## config.mk

```make
export PLATFORM = sky130hd
export DESIGN_NAME = hc_sr04_emulator
export DESIGN_NICKNAME = d
export VERILOG_FILES = /design/src/rtl/hc_sr04_emulator.sv
export SDC_FILE = /design/constraint.sdc
export NUM_CORES = 1
export LEC_CHECK = 0
export ABC_CLOCK_PERIOD_IN_PS = 6700
export BUFFER_PORTS_ARGS = -buffer_cell sky130_fd_sc_hd__buf_2
export CAP_MARGIN = 15
export CELL_PAD_IN_SITES_DETAIL_PLACEMENT = 1
export CELL_PAD_IN_SITES_GLOBAL_PLACEMENT = 1
export CORE_UTILIZATION = 45
export CTS_CLUSTER_DIAMETER = 30
export CTS_CLUSTER_SIZE = 25
export DETAILED_ROUTE_END_ITERATION = 10
export MAX_ROUTING_LAYER = met4
export PLACE_DENSITY_LB_ADDON = 0.1
export SYNTH_ARGS = -nofsm -noshare
export SYNTH_HDL_FRONTEND = slang
export SYNTH_SLANG_ARGS = --single-unit
```

## constraint.sdc

```tcl
create_clock -name clk -period 6.7 [get_ports clk]
set_input_delay 1.675 -clock clk [delete_from_list [all_inputs] [get_ports clk]]
set_output_delay 1.675 -clock clk [all_outputs]
set_load 0.1 [all_outputs]
```

## src/rtl/hc_sr04_emulator.sv

```systemverilog
// Purpose: HC-SR04 ultrasonic sensor stand-in that answers a validated trig pulse with a distance-encoded echo.
// Latency: echo rises BURST_DELAY+1 cycles after the synchronized trig fall and stays high for the computed width.
// Backpressure: none; trig edges outside IDLE/TRIG_HI are ignored, and en=0 aborts to IDLE on the next cycle.
module hc_sr04_emulator #(
  parameter int unsigned TRIG_MIN       = 120,
  parameter int unsigned BURST_DELAY    = 2400,
  parameter int unsigned CYCLES_PER_CM  = 696,
  parameter int unsigned MAX_CM         = 400,
  parameter int unsigned TIMEOUT_CYCLES = 456000,
  parameter int unsigned HOLDOFF        = 12000
) (
  input  logic        clk,
  input  logic        rst,
  input  logic        en,
  input  logic        trig,
  input  logic [15:0] distance_cm,
  output logic        echo,
  output logic        busy,
  output logic        trig_err,
  output logic [2:0]  state,
  output logic [7:0]  meas_count
);

  typedef enum logic [2:0] {
    ST_IDLE    = 3'd0,
    ST_TRIG_HI = 3'd1,
    ST_BURST   = 3'd2,
    ST_ECHO    = 3'd3,
    ST_HOLDOFF = 3'd4
  } state_t;

  localparam logic [31:0] TRIG_MIN_W = 32'(TRIG_MIN);
  localparam logic [31:0] BURST_W    = 32'(BURST_DELAY);
  localparam logic [31:0] CPCM_W     = 32'(CYCLES_PER_CM);
  localparam logic [31:0] MAX_CM_W   = 32'(MAX_CM);
  localparam logic [31:0] TIMEOUT_W  = 32'(TIMEOUT_CYCLES);
  localparam logic [31:0] HOLDOFF_W  = 32'(HOLDOFF);

  state_t      state_q;
  logic [31:0] cnt;
  logic [31:0] echo_width;
  logic [15:0] dist_lat;
  logic        trig_s1;
  logic        trig_s2;
  logic        trig_d;
  logic [1:0]  sync_fill;
  logic        armed;
  logic        trig_rise;
  logic        trig_fall;

  // Two-flop synchronizer, edge-detect history, and arming so a trig held high
  // across reset release or enable assertion must drop low before it can start a cycle.
  always_ff @(posedge clk or negedge rst) begin
    if (!rst) begin
      trig_s1   <= 1'b0;
      trig_s2   <= 1'b0;
      trig_d    <= 1'b0;
      sync_fill <= 2'd0;
      armed     <= 1'b0;
    end else begin
      trig_s1 <= trig;
      trig_s2 <= trig_s1;
      trig_d  <= trig_s2;
      if (sync_fill != 2'd3) sync_fill <= sync_fill + 2'd1;
      armed <= en && (sync_fill == 2'd3) && (armed || !trig_d);
    end
  end

  assign trig_rise = trig_s2 & ~trig_d & armed;
  assign trig_fall = ~trig_s2 & trig_d;

  // Echo width from the latched distance; zero or out-of-range targets report the timeout width.
  always_comb begin
    echo_width = 32'(dist_lat) * CPCM_W;
    if ((dist_lat == 16'd0) || (32'(dist_lat) > MAX_CM_W)) echo_width = TIMEOUT_W;
  end

  // Main sequencer: one shared counter times the trig width, burst delay, echo and holdoff.
  always_ff @(posedge clk or negedge rst) begin
    if (!rst) begin
      state_q    <= ST_IDLE;
      cnt        <= '0;
      dist_lat   <= '0;
      echo       <= 1'b0;
      trig_err   <= 1'b0;
      meas_count <= '0;
    end else begin
      trig_err <= 1'b0;
      if (!en) begin
        state_q <= ST_IDLE;
        cnt     <= '0;
        echo    <= 1'b0;
      end else begin
        case (state_q)
          ST_IDLE: begin
            if (trig_rise) begin
              state_q <= ST_TRIG_HI;
              cnt     <= 32'd1;
            end
          end
          ST_TRIG_HI: begin
            if (trig_fall) begin
              cnt <= '0;
              if (cnt >= TRIG_MIN_W) begin
                dist_lat <= distance_cm;
                state_q  <= ST_BURST;
              end else begin
                trig_err <= 1'b1;
                state_q  <= ST_IDLE;
              end
            end else if (trig_s2 && (cnt < TRIG_MIN_W)) begin
              cnt <= cnt + 32'd1;
            end
          end
          ST_BURST: begin
            if (cnt == BURST_W - 32'd1) begin
              cnt     <= '0;
              echo    <= 1'b1;
              state_q <= ST_ECHO;
            end else begin
              cnt <= cnt + 32'd1;
            end
          end
          ST_ECHO: begin
            if (cnt == echo_width - 32'd1) begin
              cnt        <= '0;
              echo       <= 1'b0;
              meas_count <= meas_count + 8'd1;
              state_q    <= ST_HOLDOFF;
            end else begin
              cnt <= cnt + 32'd1;
            end
          end
          ST_HOLDOFF: begin
            if (cnt == HOLDOFF_W - 32'd1) begin
              cnt     <= '0;
              state_q <= ST_IDLE;
            end else begin
              cnt <= cnt + 32'd1;
            end
          end
          default: begin
            cnt     <= '0;
            echo    <= 1'b0;
            state_q <= ST_IDLE;
          end
        endcase
      end
    end
  end

  assign busy  = (state_q != ST_IDLE);
  assign state = state_q;

endmodule

```

==> results.md <==
- Row cnt: 47
- Net count after synthesis: 1027
- YS warnings: 0
- Core area: 16500 sq um
- Hold WC Path Type: flip-flop to flip-flop
- Mapped Area: 7590 sq um
- Die H: 132 um
- Top cell type's share of synthesized area: 0.221
- WS Path Type: flip-flop to flip-flop
- Root buf cell: clkbuf_16
- Vias in the first global route: 7160
- Distinct cells, synth: 79
- Nets: 1074
- Global-route wire length before repair: 36100 um
- Skew-Pair Late Insertion Delay: 0.36 ns
- Reg power frac: 0.292
- Routed vias: 6636
- Fmax: 153 MHz
- Synth Instances: 883
- Seq/Total Area, Yosys: 0.221
- Crit end category: flip-flop
- Synth area leaders: dfrtp_1, ha_1, fa_1
- Worst-margin pin slew: 0.947 ns
- Sw power: 532 uW
- Rel. slew slack: 0.369
- Num CTS Buffers: 9
- Max Cap Violations: 0
- Reg clk slew, reported paths: 0.07 ns
- CP Launch Type: flip-flop
- WL/cell: 18.8 um
- GP Congestion: 0.942
- Final hold viol count: 0
- Die ar.: 17400 sq um
- Starting DRT DRC Count: 217
- Clock Power Share: 0.371
- Final slew viol count: 0
- Vias per cell: 5.75
- Residual DRC count: 0
- Ys flop type: dfrtp_1
- Initial Util: 0.460
- Critical Path AT: 6.78 ns
- Switching share of power: 0.366
- H-tree depth: 3
- Tcrit/Tclk final: 0.976
- Total negative setup slack: 0 ns
- Die W: 132 um
- Largest net degree at the start of global routing: 68
- Finished Core Util: 0.525
- Post-Route WL: 21700 um
- Critical Path RT: 6.94 ns
- DP HPWL: 16100 um
- # diodes: 0
- Number of hold buffers added after CTS: 0
- Pwr dens: 168 nW/um^2
- Num ports: 34
- Crit path time final: 6.54 ns
- Syn Area/Cell: 8.60 sq um
- # setup viols final: 0
- Share of flip-flops with an asynchronous set or reset: 1.00
- Drt first pass iters: 4
- Crit path max fanout: 8
- EDFF count, synth: 0
- Final ANT Viol Nets: 0
- I/O Buffers: 33
- GRT Util Overall: 0.265
- Layout cells sized above 1: 0.165
- Worst clock skew: 0.0154 ns
- Overflow after GRT: 0
- Area grow syn2layout: 14.3%
- Initial antenna violation count: 0
- Clk buf depth: 2
- Placement-stage cell area: 8100 sq um
- Cell with the most instances after synthesis: inv_1
- CTS tree: yes
- Synthesized flop and latch total: 67
- Worst-case vdd ir drop: 0.000137 V
- Int Pwr: 922 uW
- Synth area leader: dfrtp_1
- P_leak: 4.09 nW
- Synth top cells by count: inv_1, ha_1, nand2_1
- Status: completed
- Clock tree sinks: 67
- Hold WS: 0.355 ns
- Share of total power in combinational logic: 0.337
- Final std cell area, no fill: 8680 sq um
path summary, 6_finish.rpt:
kind / end / cells after the start / slack [ns] / start
hold / removal: trig_s2$_DFF_PN0_ / 0 / 0.36 / trig_s1$_DFF_PN0_
min in group asynchronous: dist_lat[3]$_DFFE_PN0P_ / 2 / 1.53 / rst
hold reg to reg: trig_s2$_DFF_PN0_ / 0 / 0.36 / trig_s1$_DFF_PN0_
max in group asynchronous: cnt[30]$_DFFE_PN0P_ / 2 / 4.53 / rst
setup / recovery: cnt[21]$_DFFE_PN0P_ / 22 / 0.16 / dist_lat[4]$_DFFE_PN0P_
setup reg to reg: cnt[21]$_DFFE_PN0P_ / 22 / 0.16 / dist_lat[4]$_DFFE_PN0P_
final cells by class:
class / instances / area [sq um]
multi-input cells: 675 / 5530
fillers: 1997 / 7850
repair buffers: 67 / 445
flip-flops and latches: 67 / 1690
well taps: 220 / 275
clock inverters: 7 / 100
inverters: 110 / 413
clock buffers: 9 / 225
registers in the layout, summed over array words and instances, names as in the netlist:
register / count
dist_lat: 16
echo: 1
trig_s2: 1
cnt: 32
trig_s1: 1
sync_fill: 2
trig_d: 1
armed: 1
state: 3
trig_err: 1
meas_count: 8
what timing repair did:
item,4_1_cts,5_1_grt
setup buffers,0,9
pin swaps,0,8
gates resized for setup,2,37
setup endpoints to repair,26,42
cloned,0,1
per-stage QoR:
step | total power [mW] | worst slack [ns] | cells
2_1_floorplan | 0.752 | 0.548 | 883
3_3_place_gp | 0.864 | 0.201 | 1129
3_5_place_dp | 0.886 | -0.0214 | 1129
4_1_cts | 1.44 | 0.00233 | 1145
5_1_grt | 1.52 | -0.0543 | 1155
6_report | 1.45 | 0.160 | 1155
cell families (layout without fill, tap and decap cells):
group | after synthesis | after routing | synth area share
fa+ha+maj | 124 | 124 | 0.242
mux | 22 | 22 | 0.0320
flops | 67 | 67 | 0.221
compound gates | 159 | 160 | 0.152
buf+inv | 142 | 193 | 0.0725
simple gates | 306 | 306 | 0.208
xor+xnor | 63 | 63 | 0.0727
layout by cell type, fill, tap and decap left out, drive strengths merged, types with 31 or more instances in the layout:
cell type and count:
a21oi 45, dfrtp 67, nand3 34, o21ai 31, fa 38, buf 67
nand2 76, xnor2 35, inv 112, nor2 70, ha 86
critical path: stages (launching register included):
cell	delay [ns]
dfrtp_2	0.46
ha_1	0.32
inv_1	0.07
fa_1	0.52
fa_1	0.56
inv_1	0.05
fa_1	0.50
ha_4	0.34
nand2_1	0.09
o211a_1	0.22
or2_1	0.26
a211oi_2	0.24
nor3_1	0.13
or4_4	0.45
and2_4	0.18
or4_4	0.47
a211oi_2	0.22
o22ai_1	0.10
a2111o_4	0.51
a21oi_4	0.23
buf_4	0.17
o21ai_1	0.09
a22o_1	0.24
per-layer routing:
metal / GRT usage / vias up / wire length (um)
met2: 0.453 / 94 / 10900
met1: 0.327 / 3359 / 9880
met5: - / - / 0
met4: 0.0782 / 0 / 359
li1: - / 3157 / -
met3: 0.0334 / 26 / 504
power by group through the flow:
stage | clock network, mW | registers [mW] | logic [mW]
finish | 0.540 | 0.424 | 0.491
global route | 0.562 | 0.426 | 0.535
CTS | 0.549 | 0.424 | 0.463
detailed placement | 0 | 0.432 | 0.454
floorplan | 0 | 0.436 | 0.317
global placement | 0 | 0.431 | 0.433
No activity file was read; power rests on OpenSTA's default activity.
